File: config.mk
export PLATFORM = sky130hd
export DESIGN_NAME = bram_stream_reader
export DESIGN_NICKNAME = d
export VERILOG_FILES = /design/src/rtl/bram_stream_reader_pkg.sv /design/src/rtl/bram_stream_reader_skid_fifo2.sv /design/src/rtl/bram_stream_reader.sv
export SDC_FILE = /design/constraint.sdc
export NUM_CORES = 1
export LEC_CHECK = 0
export ABC_AREA = 1
export BUFFER_PORTS_ARGS = -buffer_cell sky130_fd_sc_hd__buf_2
export CAP_MARGIN = 10
export CORE_AREA = 2 2 180 182
export DETAILED_ROUTE_END_ITERATION = 10
export DIE_AREA = 0 0 182 184
export HOLD_SLACK_MARGIN = 0.03
export SETUP_SLACK_MARGIN = 0.15
export SYNTH_ARGS = -nofsm -noshare
export SYNTH_HDL_FRONTEND = slang
export SYNTH_HIERARCHICAL = 1
export SYNTH_SLANG_ARGS = --single-unit
File: constraint.sdc
create_clock -name clk -period 2.3 [get_ports clk]
set_clock_uncertainty 0.1 [all_clocks]
set_input_delay 0.46 -clock clk [delete_from_list [all_inputs] [get_ports clk]]
set_output_delay 0.46 -clock clk [all_outputs]
set_load 0.02 [all_outputs]
File: src/rtl/bram_stream_reader_pkg.sv
// bram_stream_reader_pkg: shared FSM state type and output buffer depth for the BRAM stream reader.
package bram_stream_reader_pkg;
    typedef enum logic [1:0] {IDLE, READ, DRAIN} state_t;
    localparam int BUF_DEPTH = 2;
endpackage

File: src/rtl/bram_stream_reader_skid_fifo2.sv
// skid_fifo2: 2-entry FIFO with flush; head entry drives dout/valid directly.
module skid_fifo2
    import bram_stream_reader_pkg::*;
#(
    parameter int W = 64
) (
    input  logic         clk,
    input  logic         reset_n,
    input  logic         push,
    input  logic         pop,
    input  logic         flush,
    input  logic [W-1:0] din,
    output logic [W-1:0] dout,
    output logic         valid,
    output logic [1:0]   occ
);
    logic [W-1:0] tail;
    logic do_pop, wr_head, wr_tail, shift;

    always_comb begin
        do_pop  = pop && occ != 2'd0;
        wr_head = push && (occ == 2'd0 || (do_pop && occ == 2'd1));
        wr_tail = push && (occ == 2'(BUF_DEPTH) || (occ == 2'd1 && !do_pop));
        shift   = do_pop && occ == 2'(BUF_DEPTH);
    end

    always_ff @(posedge clk or negedge reset_n) begin
        if (!reset_n) begin
            occ  <= 2'd0;
            dout <= '0;
            tail <= '0;
        end else begin
            occ  <= flush ? 2'd0 : occ + 2'(push) - 2'(do_pop);
            dout <= wr_head ? din : shift ? tail : dout;
            tail <= wr_tail ? din : tail;
        end
    end

    assign valid = occ != 2'd0;
endmodule

File: src/rtl/bram_stream_reader.sv
// bram_stream_reader: streams `length` BRAM words from base_addr over valid/ready, hiding read latency.
// Optional BRAM_STREAM_READER_COUNT_EN adds a words_read handshake counter output.
module bram_stream_reader
    import bram_stream_reader_pkg::*;
#(
    parameter int ADDR_BITS = 8,
    parameter int DATA_BITS = 64
) (
    input  logic                 clk,
    input  logic                 reset_n,
    input  logic                 start,
    input  logic                 abort,
    input  logic [ADDR_BITS-1:0] base_addr,
    input  logic [ADDR_BITS:0]   length,
    output logic                 busy,
    output logic                 done,
    output logic [ADDR_BITS-1:0] rd_addr,
    input  logic [DATA_BITS-1:0] rd_data,
    output logic                 out_valid,
    input  logic                 out_ready,
    output logic [DATA_BITS-1:0] out_data
`ifdef BRAM_STREAM_READER_COUNT_EN
    ,
    output logic [ADDR_BITS:0]   words_read
`endif
);
    state_t state, state_nxt;
    logic [ADDR_BITS:0] remaining;
    logic [1:0] occ;
    logic in_flight, done_q;
    logic accept, launch, zero_start, pop, issue, last_issue, drain_done;

    // A read is allowed when buffered + in-flight words leave room, counting a same-cycle pop.
    always_comb begin
        accept     = state == IDLE && start && !abort;
        launch     = accept && length != '0;
        zero_start = accept && length == '0;
        pop        = out_valid && out_ready;
        issue      = state == READ && !abort &&
                     (3'(occ) + 3'(in_flight)) < (3'(BUF_DEPTH) + 3'(pop));
        last_issue = issue && remaining == (ADDR_BITS+1)'(1);
        drain_done = state == DRAIN && occ == 2'd0 && !in_flight && !abort;
        state_nxt  = abort ? IDLE : launch ? READ : last_issue ? DRAIN : drain_done ? IDLE : state;
    end

    always_ff @(posedge clk or negedge reset_n) begin
        if (!reset_n) state <= IDLE;
        else          state <= state_nxt;
    end

    always_ff @(posedge clk or negedge reset_n) begin
        if (!reset_n) begin
            rd_addr   <= '0;
            remaining <= '0;
            in_flight <= 1'b0;
            done_q    <= 1'b0;
        end else begin
            rd_addr   <= launch ? base_addr : issue ? rd_addr + 1'b1 : rd_addr;
            remaining <= launch ? length : issue ? remaining - 1'b1 : remaining;
            in_flight <= issue;
            done_q    <= zero_start;
        end
    end

`ifdef BRAM_STREAM_READER_COUNT_EN
    always_ff @(posedge clk or negedge reset_n) begin
        if (!reset_n)    words_read <= '0;
        else if (accept) words_read <= '0;
        else if (pop)    words_read <= words_read + 1'b1;
    end
`endif

    skid_fifo2 #(.W(DATA_BITS)) u_buf (
        .clk     (clk),
        .reset_n (reset_n),
        .push    (in_flight),
        .pop     (pop),
        .flush   (abort),
        .din     (rd_data),
        .dout    (out_data),
        .valid   (out_valid),
        .occ     (occ)
    );

    assign busy = state != IDLE;
    assign done = done_q | drain_done;
endmodule

==> results_dict.tcl <==
set metrics [dict create \
    critPathSlowestCell "dfrtp_1" \
    hold_end "u_buf/tail[51]" \
    ioPinCount 161 \
    min_period_over_period 0.866 \
    hold_violations 0 \
    gr-usage-all-layers 0.137 \
    hold_path_depth 3 \
    reg2reg_from "u_buf/occ[0]" \
    first_pass_iters 4 \
    path_clk_slew_ns 0.07 \
    crit_path_end_kind "output port" \
    tns_ns 0 \
    fp-row-count 65 \
    maxSlewViolCount 0 \
    drt-wirelength-per-cell_um 14.3 \
    syn_inst 1003 \
    wl_met1_um 10600 \
    grt_first_pass_wirelength_um 36200 \
    highest_layer "met5" \
    die_y_um 184 \
    clk_path_buf_depth 2 \
    vias 6939 \
    drc 0 \
    grt_pass1_vias 6755 \
    fin_crit_ns 1.99 \
    die_w_um 182 \
    grt_setup_unrepaired "no" \
    n_antenna_cell 0 \
    design.die.area_um2 33500 \
    worstPathArrival_ns 1.43 \
    slowest_delay_ns 0.38 \
    drt-total-wl_um 22200 \
    critPathLaunchType "register" \
    initial_core_util 0.249 \
    ant_nets 0 \
    criticalPathCategory "reg -> out" \
    reg2reg_slack_ns 0.35 \
    required_ns 1.74 \
    ys_ff_latch 151 \
    clock_tree.root_cell "clkbuf_16" \
    clock.fmax_ghz 0.502 \
    cts_num_sinks 151 \
    met3WireLength_um 1130 \
    core_region_area_um2 31400 \
    crit_fanout 8 \
    ys_types 28 \
    drv_cap 0 \
    power.density_nw_per_um2 1120 \
    avgSynthCellArea_um2 7.80 \
    power_leakage_nw 4.97 \
    nNetsFinal 1225 \
    synth_nets 1095 \
    wl_met2_um 10100 \
    first_iter_violations 360 \
    yosys_warnings 6 \
    grt_remaining_overflow 0 \
    cts_tree "yes" \
    area_growth_pct 23.7 \
    layout-drive-gt1-share 0.199 \
    antenna_found_initial 2 \
    htreeDepth 4 \
    vias_per_cell 4.48 \
    path_cells "buf_4 -> nor2_1 -> nand4_1 -> nand2_1 -> buf_4" \
    final-setup-viol-count 0 \
    ys_seq_area_frac 0.483 \
    dp_hpwl_um 14100 \
    cp-startpoint "u_buf/occ[1]" \
    syn_area_um2 7830 \
    status "finished, final reports clean" \
    r2r-end "u_buf/dout[31]" \
    numCtsBuffers 17 \
    reg2regPathDepth 11 \
    slew_headroom 0.669 \
    place.gp.congestion 0.813 \
    worstHoldStart "rd_data[51]" \
    tightest_slew_ns 0.497 \
    cts_setup_buffers 0 \
    min_path_type "in -> reg" \
    peakVddDrop_mv 0.498 \
    clkLatencyLatePin_ns 0.44 \
    grt_max_degree 65 \
    crit_path_frequent_cell "buf_4" \
    hold_ws_ns 0.124 \
    place.port_buffers 160 \
]
## Yosys cell counts (all sizes together)
| cell type | instances | area share |
|---|---|---|
| nand3 | 197 | 0.13 |
| nand3b | 62 | 0.059 |
| nor2 | 25 | 0.013 |
| nand2 | 314 | 0.15 |
| dfrtp | 151 | 0.48 |
| xor2 | 3 | 0.0034 |
| a31oi | 1 | 0.00080 |
| clkinv | 1 | 0.00048 |
| nand4 | 4 | 0.0032 |
| nand2b | 1 | 0.0018 |
| buf | 64 | 0.049 |
| ha | 6 | 0.0096 |
| o21bai | 1 | 0.0024 |
| inv | 95 | 0.046 |
| or2 | 3 | 0.0024 |
| a21oi | 2 | 0.0013 |
| clkbuf | 5 | 0.0024 |
| o21ai | 68 | 0.043 |
## state kept, by name, summed over array words and instances (netlist names)
name,flops
u_buf/dout,64
u_buf/tail,64
remaining,9
rd_addr,8
state,2
u_buf/occ,2
done_q,1
in_flight,1
## per-layer routing
layer	GRT usage	vias to the layer above
met5	0	-
met4	0.0468	4
met3	0.0337	26
met2	0.222	167
met1	0.179	3246
li1	-	3496
## layout by cell type, fill, tap and decap left out, types with 17 or more instances in the layout
cell type,netlist,layout
buf_2,43,158
o21ai_0,22,22
dfrtp_1,151,151
nand3_1,194,192
nand3b_1,62,62
o21ai_1,46,46
nand2_1,313,311
nor2_1,23,23
inv_1,90,90
clkbuf_16,0,17
## critical path, delay by kind of cell, from the launching register on
kind,cells,cell delay [ns]
buffers and inverters,2,0.32
and+or+nand+nor,3,0.30
DFF,1,0.38
## how the worst max path moves through the flow
stage                endpoint  slack, ns  depth (start not counted)
4_1_cts                  done       0.24                          5
3_3_place_gp   u_buf/dout[40]       0.41                         11
2_1_floorplan    u_buf/occ[1]       0.38                         14
3_5_place_dp   u_buf/dout[44]       0.38                         11
6_report                 done       0.31                          5
5_1_grt        u_buf/dout[46]       0.17                         11
## final cells by class
type	instances	area [µm²]
well taps	402	503
inverters	96	360
repair buffers	180	1100
clock buffers	19	443
fillers	3378	21700
multi-input cells	687	3330
clock inverters	13	168
flip-flops and latches	151	3780
## where the power goes
group	switching [mW]	total [mW]	leakage [nW]	internal, mW
Sequential	0.667	4.45	1.82	3.78
Clock	1.22	2.97	0.295	1.75
Combinational	2.14	3.42	2.85	1.29
Total	4.03	10.8	4.97	6.81
## through the flow
step / instances / total power [mW] / worst slack, ns / instance area [µm²] / util
floorplan: 1003 / 6.73 / 0.376 / 7830 / -
detailed placement: 1515 / 7.95 / 0.378 / 9060 / 0.289
finish: 1548 / 10.8 / 0.309 / 9680 / 0.308
global route: 1548 / 11.7 / 0.172 / 9680 / 0.308
global placement: 1515 / 7.85 / 0.412 / 9060 / 0.289
CTS: 1548 / 11.0 / 0.241 / 9680 / 0.308
## cell families (layout without fill, tap and decap cells)
| kind of cell | after synthesis | count (layout) | share of synthesized area |
|---|---|---|---|
| and+or+nand+nor | 606 | 606 | 0.359 |
| adders and majority gates | 6 | 6 | 0.00959 |
| AOI/OAI and AO/OA | 72 | 72 | 0.0480 |
| buffers and inverters | 165 | 308 | 0.0975 |
| xor gates and xnor gates | 3 | 3 | 0.00336 |
| DFF | 151 | 151 | 0.483 |
## timing repair
| action | 4_1_cts | 5_1_grt |
|---|---|---|
| endpoints found under the setup margin | 0 | 1 |
| gates resized for setup | 0 | 1 |
| hold buffers | 1 | 0 |
| hold endpoints to repair | 44 | 0 |
Power figures use the tool's default switching activity.
